### src/rtl/banner_renderer.sv
// Banner pixel stage: frame FSM picks the visible logo, stage 1 addresses the
// sprite ROMs, stage 2 turns the returned row bit into banner_on/banner_sel.
module banner_renderer #(
   parameter int SCALE        = 2,
   parameter int PRESS_SCALE  = 2,
   parameter int LOGO_Y       = 96,
   parameter int PRESS_Y      = 320,
   parameter int BLINK_FRAMES = 30,
   parameter int BOSS_FRAMES  = 120
) (
   input  logic         Clk,
   input  logic         Reset_n,
   input  logic         frame_tick,
   input  logic [2:0]   game_state,
   input  logic [9:0]   DrawX,
   input  logic [9:0]   DrawY,
   output logic [3:0]   logo_addr,
   output logic [2:0]   press_addr,
   input  logic [95:0]  galaga_data,
   input  logic [127:0] gameover_data,
   input  logic [111:0] win_data,
   input  logic [63:0]  boss_data,
   input  logic [54:0]  press_data,
   output logic         banner_on,
   output logic [1:0]   banner_sel
);

   localparam int SH  = $clog2(SCALE);
   localparam int PSH = $clog2(PRESS_SCALE);
   localparam int BKW = (BLINK_FRAMES > 1) ? $clog2(BLINK_FRAMES) : 1;
   localparam int BSW = (BOSS_FRAMES > 1) ? $clog2(BOSS_FRAMES) : 1;
   localparam logic [9:0] LY  = 10'(LOGO_Y);
   localparam logic [9:0] LH  = 10'(16 * SCALE);
   localparam logic [9:0] PY  = 10'(PRESS_Y);
   localparam logic [9:0] PH  = 10'(5 * PRESS_SCALE);
   localparam logic [9:0] PW  = 10'(55 * PRESS_SCALE);
   localparam logic [9:0] PX0 = 10'(320 - (55 * PRESS_SCALE) / 2);
   localparam logic [BKW-1:0] BLINK_LAST = BKW'(BLINK_FRAMES - 1);
   localparam logic [BSW-1:0] BOSS_LOAD  = BSW'(BOSS_FRAMES - 1);

   typedef enum logic [2:0] {
      S_TITLE, S_PLAY, S_BOSS_SHOW, S_BOSS_DONE, S_OVER, S_WIN
   } state_t;

   state_t         state_q, state_d, gs_st, grp_st, st1_q;
   logic [BKW-1:0] blink_cnt_q, blink_cnt_d;
   logic           blink_ph_q, blink_ph_d;
   logic [BSW-1:0] boss_cnt_q, boss_cnt_d;

   always_ff @(posedge Clk or negedge Reset_n) begin
      if (!Reset_n) begin
         state_q     <= S_TITLE;
         blink_cnt_q <= '0;
         blink_ph_q  <= 1'b1;
         boss_cnt_q  <= '0;
      end else begin
         state_q     <= state_d;
         blink_cnt_q <= blink_cnt_d;
         blink_ph_q  <= blink_ph_d;
         boss_cnt_q  <= boss_cnt_d;
      end
   end

   always_comb begin
      state_d     = state_q;
      blink_cnt_d = blink_cnt_q;
      blink_ph_d  = blink_ph_q;
      boss_cnt_d  = boss_cnt_q;
      case (game_state)
         3'd0:    gs_st = S_TITLE;
         3'd2:    gs_st = S_BOSS_SHOW;
         3'd3:    gs_st = S_OVER;
         3'd4:    gs_st = S_WIN;
         default: gs_st = S_PLAY;
      endcase
      // both boss states count as "already in BOSS" so DONE cannot re-arm
      grp_st = (state_q == S_BOSS_DONE) ? S_BOSS_SHOW : state_q;
      if (frame_tick) begin
         if (blink_cnt_q == BLINK_LAST) begin
            blink_cnt_d = '0;
            blink_ph_d  = ~blink_ph_q;
         end else begin
            blink_cnt_d = blink_cnt_q + 1'b1;
         end
         if (gs_st != grp_st) begin
            state_d = gs_st;
            if (gs_st == S_BOSS_SHOW) boss_cnt_d = BOSS_LOAD;
         end else if (state_q == S_BOSS_SHOW) begin
            if (boss_cnt_q == '0) state_d = S_BOSS_DONE;
            else boss_cnt_d = boss_cnt_q - 1'b1;
         end
      end
   end

   logic [9:0] logo_w, logo_ws, lx0, dx, dy, pdx, pdy;
   logic       logo_hit, press_hit, press_en;

   always_comb begin
      case (state_q)
         S_TITLE:     logo_w = 10'd96;
         S_OVER:      logo_w = 10'd128;
         S_WIN:       logo_w = 10'd112;
         S_BOSS_SHOW: logo_w = 10'd64;
         default:     logo_w = 10'd0;
      endcase
      logo_ws = logo_w << SH;
      lx0     = 10'd320 - (logo_ws >> 1);
      // wrapped differences land far above any box size, so one compare suffices
      dx        = DrawX - lx0;
      dy        = DrawY - LY;
      pdx       = DrawX - PX0;
      pdy       = DrawY - PY;
      logo_hit  = (logo_w != 10'd0) && (dx < logo_ws) && (dy < LH);
      press_en  = blink_ph_q && (state_q == S_TITLE || state_q == S_OVER);
      press_hit = press_en && (pdx < PW) && (pdy < PH);
   end

   logic [3:0] logo_addr_q;
   logic [2:0] press_addr_q;
   logic [6:0] lcol_q;
   logic [5:0] pcol_q;
   logic       lin_q, pin_q;

   always_ff @(posedge Clk or negedge Reset_n) begin
      if (!Reset_n) begin
         logo_addr_q  <= '0;
         press_addr_q <= '0;
         lcol_q       <= '0;
         pcol_q       <= '0;
         lin_q        <= 1'b0;
         pin_q        <= 1'b0;
         st1_q        <= S_TITLE;
      end else begin
         logo_addr_q  <= logo_hit ? 4'(dy >> SH) : 4'd0;
         press_addr_q <= press_hit ? 3'(pdy >> PSH) : 3'd0;
         lcol_q       <= 7'(dx >> SH);
         pcol_q       <= 6'(pdx >> PSH);
         lin_q        <= logo_hit;
         pin_q        <= press_hit;
         st1_q        <= state_q;
      end
   end

   assign logo_addr  = logo_addr_q;
   assign press_addr = press_addr_q;

   logic       lbit, pbit, on_d, on_q;
   logic [1:0] sel_d, sel_q;

   always_comb begin
      lbit = 1'b0;
      case (st1_q)
         S_TITLE:     lbit = galaga_data[7'd95 - lcol_q];
         S_OVER:      lbit = gameover_data[7'd127 - lcol_q];
         S_WIN:       lbit = win_data[7'd111 - lcol_q];
         S_BOSS_SHOW: lbit = boss_data[6'd63 - lcol_q[5:0]];
         default:     lbit = 1'b0;
      endcase
      pbit  = press_data[6'd54 - pcol_q];
      on_d  = 1'b0;
      sel_d = 2'd0;
      if (lin_q) begin
         on_d = lbit;
         if (lbit) sel_d = (st1_q == S_BOSS_SHOW) ? 2'd3 : 2'd1;
      end else if (pin_q && pbit) begin
         on_d  = 1'b1;
         sel_d = 2'd2;
      end
   end

   always_ff @(posedge Clk or negedge Reset_n) begin
      if (!Reset_n) begin
         on_q  <= 1'b0;
         sel_q <= 2'd0;
      end else begin
         on_q  <= on_d;
         sel_q <= sel_d;
      end
   end

   assign banner_on  = on_q;
   assign banner_sel = sel_q;

endmodule
### config.mk
export PLATFORM = sky130hd
export DESIGN_NAME = banner_renderer
export DESIGN_NICKNAME = d
export VERILOG_FILES = /design/src/rtl/banner_renderer.sv
export SDC_FILE = /design/constraint.sdc
export NUM_CORES = 1
export LEC_CHECK = 0
export ABC_CLOCK_PERIOD_IN_PS = 4800
export CORE_AREA = 8 8 185 187
export DETAILED_ROUTE_END_ITERATION = 12
export DIE_AREA = 0 0 193 195
export SETUP_SLACK_MARGIN = 0.15
export SLEW_MARGIN = 15
export SYNTH_ARGS = -nofsm -noshare
export SYNTH_HDL_FRONTEND = slang
export SYNTH_SLANG_ARGS = --single-unit
### constraint.sdc
create_clock -name Clk -period 4.8 [get_ports Clk]
set_input_delay 0.48 -clock Clk [delete_from_list [all_inputs] [get_ports Clk]]
set_output_delay 0.48 -clock Clk [all_outputs]
set_load 0.02 [all_outputs]
# ---- After elaboration in Yosys (flattened, before gate mapping)
# Cells that the tools add are included.
dict set report totals {
  inputBits 481
  register_bits 44
}
dict set report classes {
  eq_ne 15
  magnitude_cmp 9
  muxes 30
  n_addsub 12
  bitwise 1
  n_reduce_logical 17
}
# op n
set ops {}
lappend ops {{$pmux 8 s4} 1}
lappend ops {{$mux 7} 4}
lappend ops {{$lt 7x8->1 const B} 3}
lappend ops {{$bmux 1 s7} 3}
lappend ops {{$sub 7x7->7 const A} 3}
lappend ops {{$sub 10x9->10 const B} 2}
lappend ops {{$eq 3x2->1 const B} 6}
lappend ops {{$eq 3x3->1 const B} 5}
lappend ops {{$mux 3} 5}
lappend ops {{$lt 6x7->1 const B} 2}
lappend ops {{$bmux 1 s6} 2}
lappend ops {{$pmux 3 s4} 1}
lappend ops {{$sub 6x6->6 const A} 2}
lappend ops {{$lt 10x10->1} 1}
lappend ops {{$lt 10x4->1 const B} 1}
lappend ops {{$lt 10x6->1 const B} 1}
lappend ops {{$lt 10x7->1 const B} 1}
lappend ops {{$reduce_bool 10->1} 1}
lappend ops {{$sub 10x10->10} 1}
lappend ops {{$sub 10x7->10 const B} 1}
lappend ops {{$sub 9x9->10 const A} 1}
lappend ops {{$logic_not 3->1} 3}
lappend ops {{$mux 2} 4}
lappend ops {{$logic_not 7->1} 1}
lappend ops {{17 further kinds} 29}

# ---- Logic depth before layout (Yosys ltp)
# Gate-level depths: netlist of the first run.
dict set report depth {
  ltp_word 8
  depth_mapped 15
}

# ---- Least setup slack after synthesis of the first run
# No wires, ideal clock.
dict set report synth_timing {
  path_type {register -> register}
  start {register state_q[0]}
  end {register logo_addr_q[0], in the netlist logo_addr[0]}
  path_stages_with_launch 15
  t_required_ns 4.734
  path_slack_ns 1.904
  t_arrival_ns 2.830
  n_path_buf 1
  cell_sequence {dfrtp_1 clkbuf_1 nand2_1 nor2_1 nor2_1 nor2_1 ha_1 ha_1 fa_1 ha_1 o31a_1 o21ai_0 nand2b_1 a21oi_1 and2_1}
}
dict set report synth_between {
  elab_chain_cells 8
  word_cells_on_any_way 12
  classes_between {add/sub (2); order compare (1); eq/ne (3); mux (2); reduce/logical (4)}
}
# item line_no
set synth_lines {}
lappend synth_lines {{start: declaration} 45} ;# state_t state_q, state_d, gs_st, grp_st, st1_q;
lappend synth_lines {{start signal: assignment} 57} ;# state_q <= state_d;
lappend synth_lines {{$eq 3x2->1, or another cell as far along} 99} ;# case (state_q)
lappend synth_lines {{$pmux 8 s4 (*)} 99}
lappend synth_lines {{$sub 9x9->10 (*)} 107} ;# lx0 = 10'd320 - (logo_ws >> 1);
lappend synth_lines {{$sub 10x10->10 (*)} 109} ;# dx = DrawX - lx0;
lappend synth_lines {{named net dx[6]} 95} ;# logic [9:0] logo_w, logo_ws, lx0, dx, dy, pdx, pdy;
lappend synth_lines {{$lt 10x10->1 (*)} 113} ;# logo_hit = (logo_w != 10'd0) && (dx < logo_ws) && (dy < LH);
lappend synth_lines {{$logic_and 1x1->1 (*) (2 in series)} 113}
lappend synth_lines {{named net logo_hit} 96} ;# logic logo_hit, press_hit, press_en;
lappend synth_lines {{$mux 4 (*)} 134} ;# logo_addr_q <= logo_hit ? 4'(dy >> SH) : 4'd0;
lappend synth_lines {{end signal: assignment} 134}
lappend synth_lines {{end: declaration} 118} ;# logic [3:0] logo_addr_q;
# Mark *: on every way through the listed nets, which the timed path passes. The rest lies on a longest branch.
# A chain may end at the register's enable or synchronous reset.

# ---- Worst setup path in the final report of the first run
dict set report layout_timing {
  start {register state_q[0]}
  end {register logo_addr_q[1], in the netlist logo_addr[1]}
}
# Same word-level chain as after synthesis.

==> flow_summary_export.csv, run 1 <==
group,metric,value,unit
finish,area_growth,86.1,%
worst_setup_path,path_max_fanout,12,
worst_setup_path,cp-end-kind,"register",
yosys,synth_edf_count,0,
sta,relSlewSlack,33.3,%
clock_tree,cts_max_level,2,
yosys,async_reset_ff_share,100,%
yosys,yosysWarningCount,0,
yosys,netlist_top_cells_area,"mux4_2 32%, dfrtp_1 17%, mux2i_1 6.7%",
flow_run,maxCapViolCount,0,
worst_setup_path,crit_type,"reg2reg",
yosys,synth_area,6300,um^2
floorplanning,initial_utilization,20.2,%
global_routing,grt_max_degree,62,
finish,final_core_utilization,37.6,%
clock_tree,clockRootBuffer,"clkbuf_16",
clock_tree,cts_inserted_buffers,5,
floorplanning,fp.dieW,193,um
clock_tree,cts.clk_slew.worst_paths,0.06,ns
yosys,yosysSeqAreaShare,17.5,%
global_routing,antenna_found_initial,2,
place,port_buffers,489,
sta,min_period,3.45,ns
global_routing,grt_pass1_vias,8048,
pwr,leakage,0.00433,uW
outcome,status,"finished, final reports clean",
place,dp_hpwl,31700,um
yosys,syn_nets,1101,
routing,first_pass_iters,4,
yosys,synthDistinctLibCells,63,
clock_tree,ctsHoldBuffers,0,
clock_tree,clk_path_buf_depth,2,
place,place_ws,1.26,ns
sta,fin_ws,1.35,ns
sta,rsz0062_at_grt,"no",
yosys,postSynthCellCount,600,
clock_tree,cts.sinks,44,
worst_setup_path,critPathRequiredTime,5.02,ns
pwr,powerDensity,221,nW/um^2
worst_setup_path,cp.arrival,3.67,ns
yosys,ys_ff_latch,44,
clock_tree,ctsResizeCount,0,
sta,fmax,290,MHz
yosys,synth_top_cell_by_area,"mux4_2",
yosys,synth_top_area_share,31.8,%
clock_tree,post-cts-setup-buffers,0,
sta,hold_viol_final,0,
clock_tree,insertion_delay,0.28,ns
routing,wl_per_cell,25.4,um
floorplanning,die_area,37600,um^2
floorplanning,die_h,195,um
worst_setup_path,r2r-start,"state_q[0]",
sta,tightestPinTransition,1.00,ns
yosys,synth_flop_cell,"dfrtp_1",
sta,final_max_slew_viol_count,0,
global_routing,grt_pass1_wl,52200,um
global_routing,grt_overflow,0,
place,gp_congestion,0.841,
routing,drtIter0Drc,399,
global_routing,grt.total_usage,18.6,%
floorplanning,core_area,31200,um^2
sta,fin_tns_setup,0,ns
finish,drive_gt1_share,12.3,%
clock_tree,cts_tree,"built",
yosys,avgSynthCellArea,10.5,um^2
sta,setup_viol,0,
sta,finalClockSkew,0.00457,ns
worst_hold_path,hp-class,"in2async",
floorplanning,ioPinCount,491,
worst_setup_path,r2r_slack,1.35,ns
floorplanning,rows,65,
routing,vias_per_cell,4.91,
routing,ant_nets,0,
worst_setup_path,startpoint_type,"register",
finish,final_nets,1560,
routing,drc,0,
sta,fin_crit_sh,71.8,%
worst_setup_path,critical_path.startpoint,"state_q[0]",
routing,num_vias,7189,
pwr,vdd_ir_drop_max,0.180,mV
routing,finalWirelength,37100,um
==> sequential cells by signal, summed over array words and instances (netlist names), 2 cells and up <==
signal,flops
banner_sel,2
logo_addr,4
state_q,3
blink_cnt_q,5
lcol_q,7
st1_q,3
pcol_q,6
press_addr,3
boss_cnt_q,7
==> metal layers <==
metal	vias up	GRT usage, %	wire [um]
met2	300	34.6	19300
met3	50	3.64	2620
met4	0	5.56	1050
met1	3485	21.0	14100
li1	3354	-	-
met5	-	0	0
==> critical path, cell delays in order (launching register included) <==
cell and delay [ns]:
dfrtp_1 0.51, nand2_1 0.15, nor2_1 0.06, nor2_1 0.24, nor2_1 0.10, ha_1 0.29, ha_1 0.23, fa_1 0.41
xor2_1 0.27, ha_1 0.28, o21ai_0 0.08, nand2b_1 0.08, a21oi_1 0.47, and2_1 0.21
==> power breakdown <==
| group | internal [uW] | total, uW | switching, uW |
|---|---|---|---|
| Clock | 205 | 344 | 138 |
| Sequential | 459 | 629 | 170 |
| Combinational | 883 | 1630 | 743 |
==> worst paths after layout <==
path,end,depth (start not counted)
min in group Clk,st1_q[2],0
worst max-delay path,logo_addr[1],13
max in group asynchronous,lcol_q[0],1
worst min-delay path,blink_cnt_q[4],1
worst min register to register,st1_q[2],0
worst max register to register,logo_addr[1],13
==> layout by cell type (no fill, tap or decap), types with 3 or more instances in the layout <==
| cell | netlist | routed |
|---|---|---|
| a21oi_1 | 17 | 17 |
| a22oi_1 | 29 | 29 |
| nor2b_1 | 15 | 15 |
| a311oi_1 | 4 | 4 |
| nand3_1 | 23 | 23 |
| a211oi_1 | 10 | 10 |
| nor3b_1 | 5 | 5 |
| and2_1 | 12 | 12 |
| nand3b_1 | 3 | 3 |
| o31a_1 | 3 | 3 |
| a2111oi_0 | 7 | 6 |
| buf_12 | 0 | 3 |
| or3_1 | 3 | 3 |
| o2111ai_1 | 3 | 3 |
| a31oi_1 | 4 | 4 |
| buf_4 | 4 | 7 |
| clkbuf_16 | 0 | 5 |
| a221oi_1 | 3 | 3 |
| mux2_2 | 14 | 14 |
| nand4_1 | 4 | 4 |
| inv_1 | 20 | 20 |
| xor2_1 | 6 | 6 |
| nand2_1 | 36 | 36 |
| ha_1 | 19 | 19 |
| clkdlybuf4s50_1 | 0 | 488 |
| and3_1 | 3 | 3 |
| nor3_1 | 9 | 9 |
| mux4_2 | 89 | 89 |
| nand2b_1 | 8 | 8 |
| nor4_1 | 5 | 5 |
| mux2i_1 | 42 | 42 |
| o21ai_0 | 22 | 22 |
| o22ai_1 | 9 | 9 |
| xnor2_1 | 12 | 12 |
| mux4_1 | 3 | 3 |
| o211ai_1 | 3 | 3 |
| nor2_1 | 32 | 32 |
| dfrtp_1 | 43 | 40 |
==> synth_stat cells (3+ instances only) <==
master / count
mux2_2: 14
nand3_1: 23
ha_1: 19
buf_6: 3
nand2_1: 36
or3_1: 3
nor3_1: 9
clkbuf_1: 16
a221oi_1: 3
and2_1: 12
dfrtp_1: 43
buf_2: 23
a31oi_1: 4
o211ai_1: 3
nor3b_1: 5
and3_1: 3
nand2b_1: 8
a21oi_1: 17
a22oi_1: 29
mux4_1: 3
buf_4: 4
o2111ai_1: 3
inv_1: 20
o22ai_1: 9
a311oi_1: 4
nand4_1: 4
a2111oi_0: 7
mux4_2: 89
nor4_1: 5
o31a_1: 3
nor2_1: 32
o21ai_0: 22
nand3b_1: 3
xnor2_1: 12
mux2i_1: 42
nor2b_1: 15
xor2_1: 6
a211oi_1: 10
==> metrics by stage <==
| stage | instances | hold WS, ns | total power [uW] | instance area, um^2 |
|---|---|---|---|---|
| after floorplan | 600 | 0.184 | 1470 | 6300 |
| after global placement | 1453 | 0.411 | 2260 | 11600 |
| after detailed placement | 1453 | 0.411 | 2290 | 11600 |
| after CTS | 1461 | 0.408 | 2650 | 11700 |
| after global routing | 1464 | 0.456 | 2820 | 11700 |
| final | 1464 | 0.363 | 2600 | 11700 |
==> cell type report <==
cell class                      instances  area [um^2]
Sequential cell                        44         1110
Clock inverter                          2         10.0
Multi-Input combinational cell        486         4870
Clock buffer                            6          139
Antenna cell                            2         5.00
Inverter                               22         82.6
Tap cell                              402          503
Timing Repair Buffer                  500         5010
Fill cell                            3142        19500
==> cells by family after synthesis <==
group	after synthesis	synth area share (%)
adder cells (fa/ha/maj)	20	4.09
XOR/XNOR	18	2.50
flip-flops	44	17.5
AO/OA/AOI/OAI	135	15.0
multiplexers	148	42.2
buffers and inverters	70	5.22
AND/OR/NAND/NOR	165	13.4
No activity file was read; power rests on OpenSTA's default activity.
==> run 2: changes to the inputs <==
- ABC_CLOCK_PERIOD_IN_PS: 4800 -> 2900
- clock period: 4.8 -> 2.9 ns (I/O delays scaled with it)
==> run 2 against run 1 <==
Clock power increased by 91%. Register-to-register slack worse by 1.3 ns. Critical path depth up 1. Final cell count is 4.8% higher. Critical path type unchanged.
==> flow_summary_export.csv, run 2 (synthesized netlist as in run 1, its figures left out) <==
group,metric,value,unit
outcome,status,"finished, final reports clean",
floorplanning,die_area,37600,um^2
routing,finalWirelength,38800,um
routing,drtIter0Drc,296,
clock_tree,insertion_delay,0.29,ns
global_routing,met1_usage,20.5,%
finish,nFillCells,3113,
sta,rsz0062_at_grt,"yes",
sta,tightestPinTransition,1.03,ns
clock_tree,cts_inserted_buffers,5,
routing,drc,0,
worst_setup_path,path_max_fanout,5,
worst_setup_path,reg2reg_to,"logo_addr[3]",
worst_setup_path,crit_type,"reg2reg",
routing,wl_per_cell,25.3,um
place,port_buffers,489,
worst_setup_path,reg2regPathDepth,14,
pwr,vdd_ir_drop_max,0.305,mV
routing,first_pass_iters,4,
finish,drive_gt1_share,21.6,%
global_routing,grt.busiest_layer,"met2",
pwr,powerDensity,398,nW/um^2
clock_tree,cts.sinks,44,
sta,setup_viol,0,
sta,fin_crit_sh,98.2,%
worst_setup_path,r2r-start,"state_q[0]",
clock_tree,clk_path_buf_depth,2,
worst_setup_path,cp.arrival,3.08,ns
global_routing,antenna_found_initial,4,
worst_setup_path,cp-end-kind,"register",
pwr,power,5070,uW
sta,finalClockSkew,0.00373,ns
finish,design_area,12700,um^2
worst_setup_path,critical_path.startpoint,"state_q[0]",
global_routing,use_met2,37.0,%
routing,ant_nets,0,
worst_setup_path,r2r_slack,0.05,ns
floorplanning,ioPinCount,491,
worst_hold_path,hp-class,"in2async",
sta,fmax,351,MHz
place,gp_congestion,0.845,
global_routing,grt_max_degree,45,
place,placed_cell_area,12000,um^2
clock_tree,cts.clk_slew.worst_paths,0.06,ns
global_routing,grtUsageMet3,4.81,%
finish,area_growth,102,%
clock_tree,clockRootBuffer,"clkbuf_16",
finish,layout_common_cells,"488 x clkdlybuf4s50_1, 89 x mux4_2, 65 x buf_4",
place,dp_hpwl,33100,um
global_routing,grt_overflow,0,
sta,relSlewSlack,31.2,%
finish,reg_top3,"boss_cnt_q: 7 flops, lcol_q: 7 flops, pcol_q: 6 flops",
sta,holdWs,0.185,ns
clock_tree,ctsHoldBuffers,0,
floorplanning,die_h,195,um
worst_setup_path,startpoint_type,"register",
finish,final_nets,1632,
floorplanning,fp.dieW,193,um
floorplanning,rows,65,
clock_tree,cts_tree,"built",
global_routing,grt.total_usage,19.2,%
routing,num_vias,7478,
pwr,leakage,0.00478,uW
flow_run,maxCapViolCount,0,
worst_setup_path,critPathRequiredTime,3.13,ns
finish,final_common_cell,"clkdlybuf4s50_1",
sta,final_max_slew_viol_count,0,
floorplanning,initial_utilization,20.2,%
global_routing,grt_pass1_vias,8312,
floorplanning,core_area,31200,um^2
routing,vias_per_cell,4.87,
clock_tree,cts_max_level,2,
sta,hold_viol_final,0,
global_routing,grt_pass1_wl,53600,um
sta,min_period,2.85,ns
## run 2: cell count changes in the layout (fill, tap and decap cells not counted), moves of 4 or more
cell / previous run / this run
buf_12: 3 / 8
ha_1: 19 / 12
ha_4: 0 / 4
nor2_1: 32 / 27
nor2_4: 0 / 4
buf_4: 7 / 65
## run 2: critical path, cell delays in order, from the launching register on
cell and delay (ns):
dfrtp_1 0.42, nand2_2 0.11, nor2_4 0.14, nor2_4 0.06
buf_6 0.12, ha_4 0.26, inv_4 0.04, buf_4 0.13
fa_2 0.57, ha_1 0.23, o31a_1 0.10, o21ai_1 0.14
nand2b_1 0.12, a21oi_4 0.20, and2_4 0.16
## run 2: metal layers
| metal | part of all wire (%) | vias up |
|---|---|---|
| met5 | 0.077 | - |
| met4 | 1.8 | 6 |
| met3 | 7.5 | 40 |
| met2 | 54 | 276 |
| met1 | 36 | 3672 |
| li1 | - | 3484 |
## run 2: repair_timing
| item | in CTS | in global routing |
|---|---|---|
| hold endpoints to repair | 0 | 0 |
| buffers inserted | 10 | 13 |
| setup endpoints to repair | 8 | 9 |
| pin swaps | 13 | 17 |
| gates resized for setup | 20 | 39 |
| gates cloned | 1 | 3 |
## run 2: area by class of cell
class	count	area (um^2)	area share, %
tap	402	503	3.95
clock inverter	3	42.5	0.334
multi-input combinational	486	5100	40.1
sequential	44	1110	8.77
clock buffer	5	125	0.984
antenna	1	2.50	0.0197
inverter	22	85.1	0.669
timing repair buffer	572	5740	45.1
## run 2: how the worst max path moves through the flow
stage	endpoint	slack (ns)	cells after the start
after floorplan	logo_addr[0]	0.16	14
after global placement	logo_addr[0]	-0.08	13
after detailed placement	logo_addr[0]	-0.13	13
after CTS	logo_addr[2]	0.1	13
after global routing	logo_addr[3]	-0.07	15
final	logo_addr[3]	0.05	14
## run 2: through the flow
| stage | instances | setup WS, ns | TNS, ns | util (%) |
|---|---|---|---|---|
| floorplan | 600 | 0.156 | 0 | - |
| global placement | 1499 | -0.0764 | -0.368 | 38.3 |
| detailed placement | 1499 | -0.130 | -0.618 | 38.3 |
| CTS | 1518 | 0.0957 | 0 | 39.5 |
| global route | 1535 | -0.0687 | -0.283 | 40.7 |
| finish | 1535 | 0.0517 | 0 | 40.7 |
## run 2: report_power, final
group          total [uW]  switching [uW]  internal (uW)
registers             952             188            764
clock network         656             251            405
logic                3460            1560           1900
total                5070            2000           3070
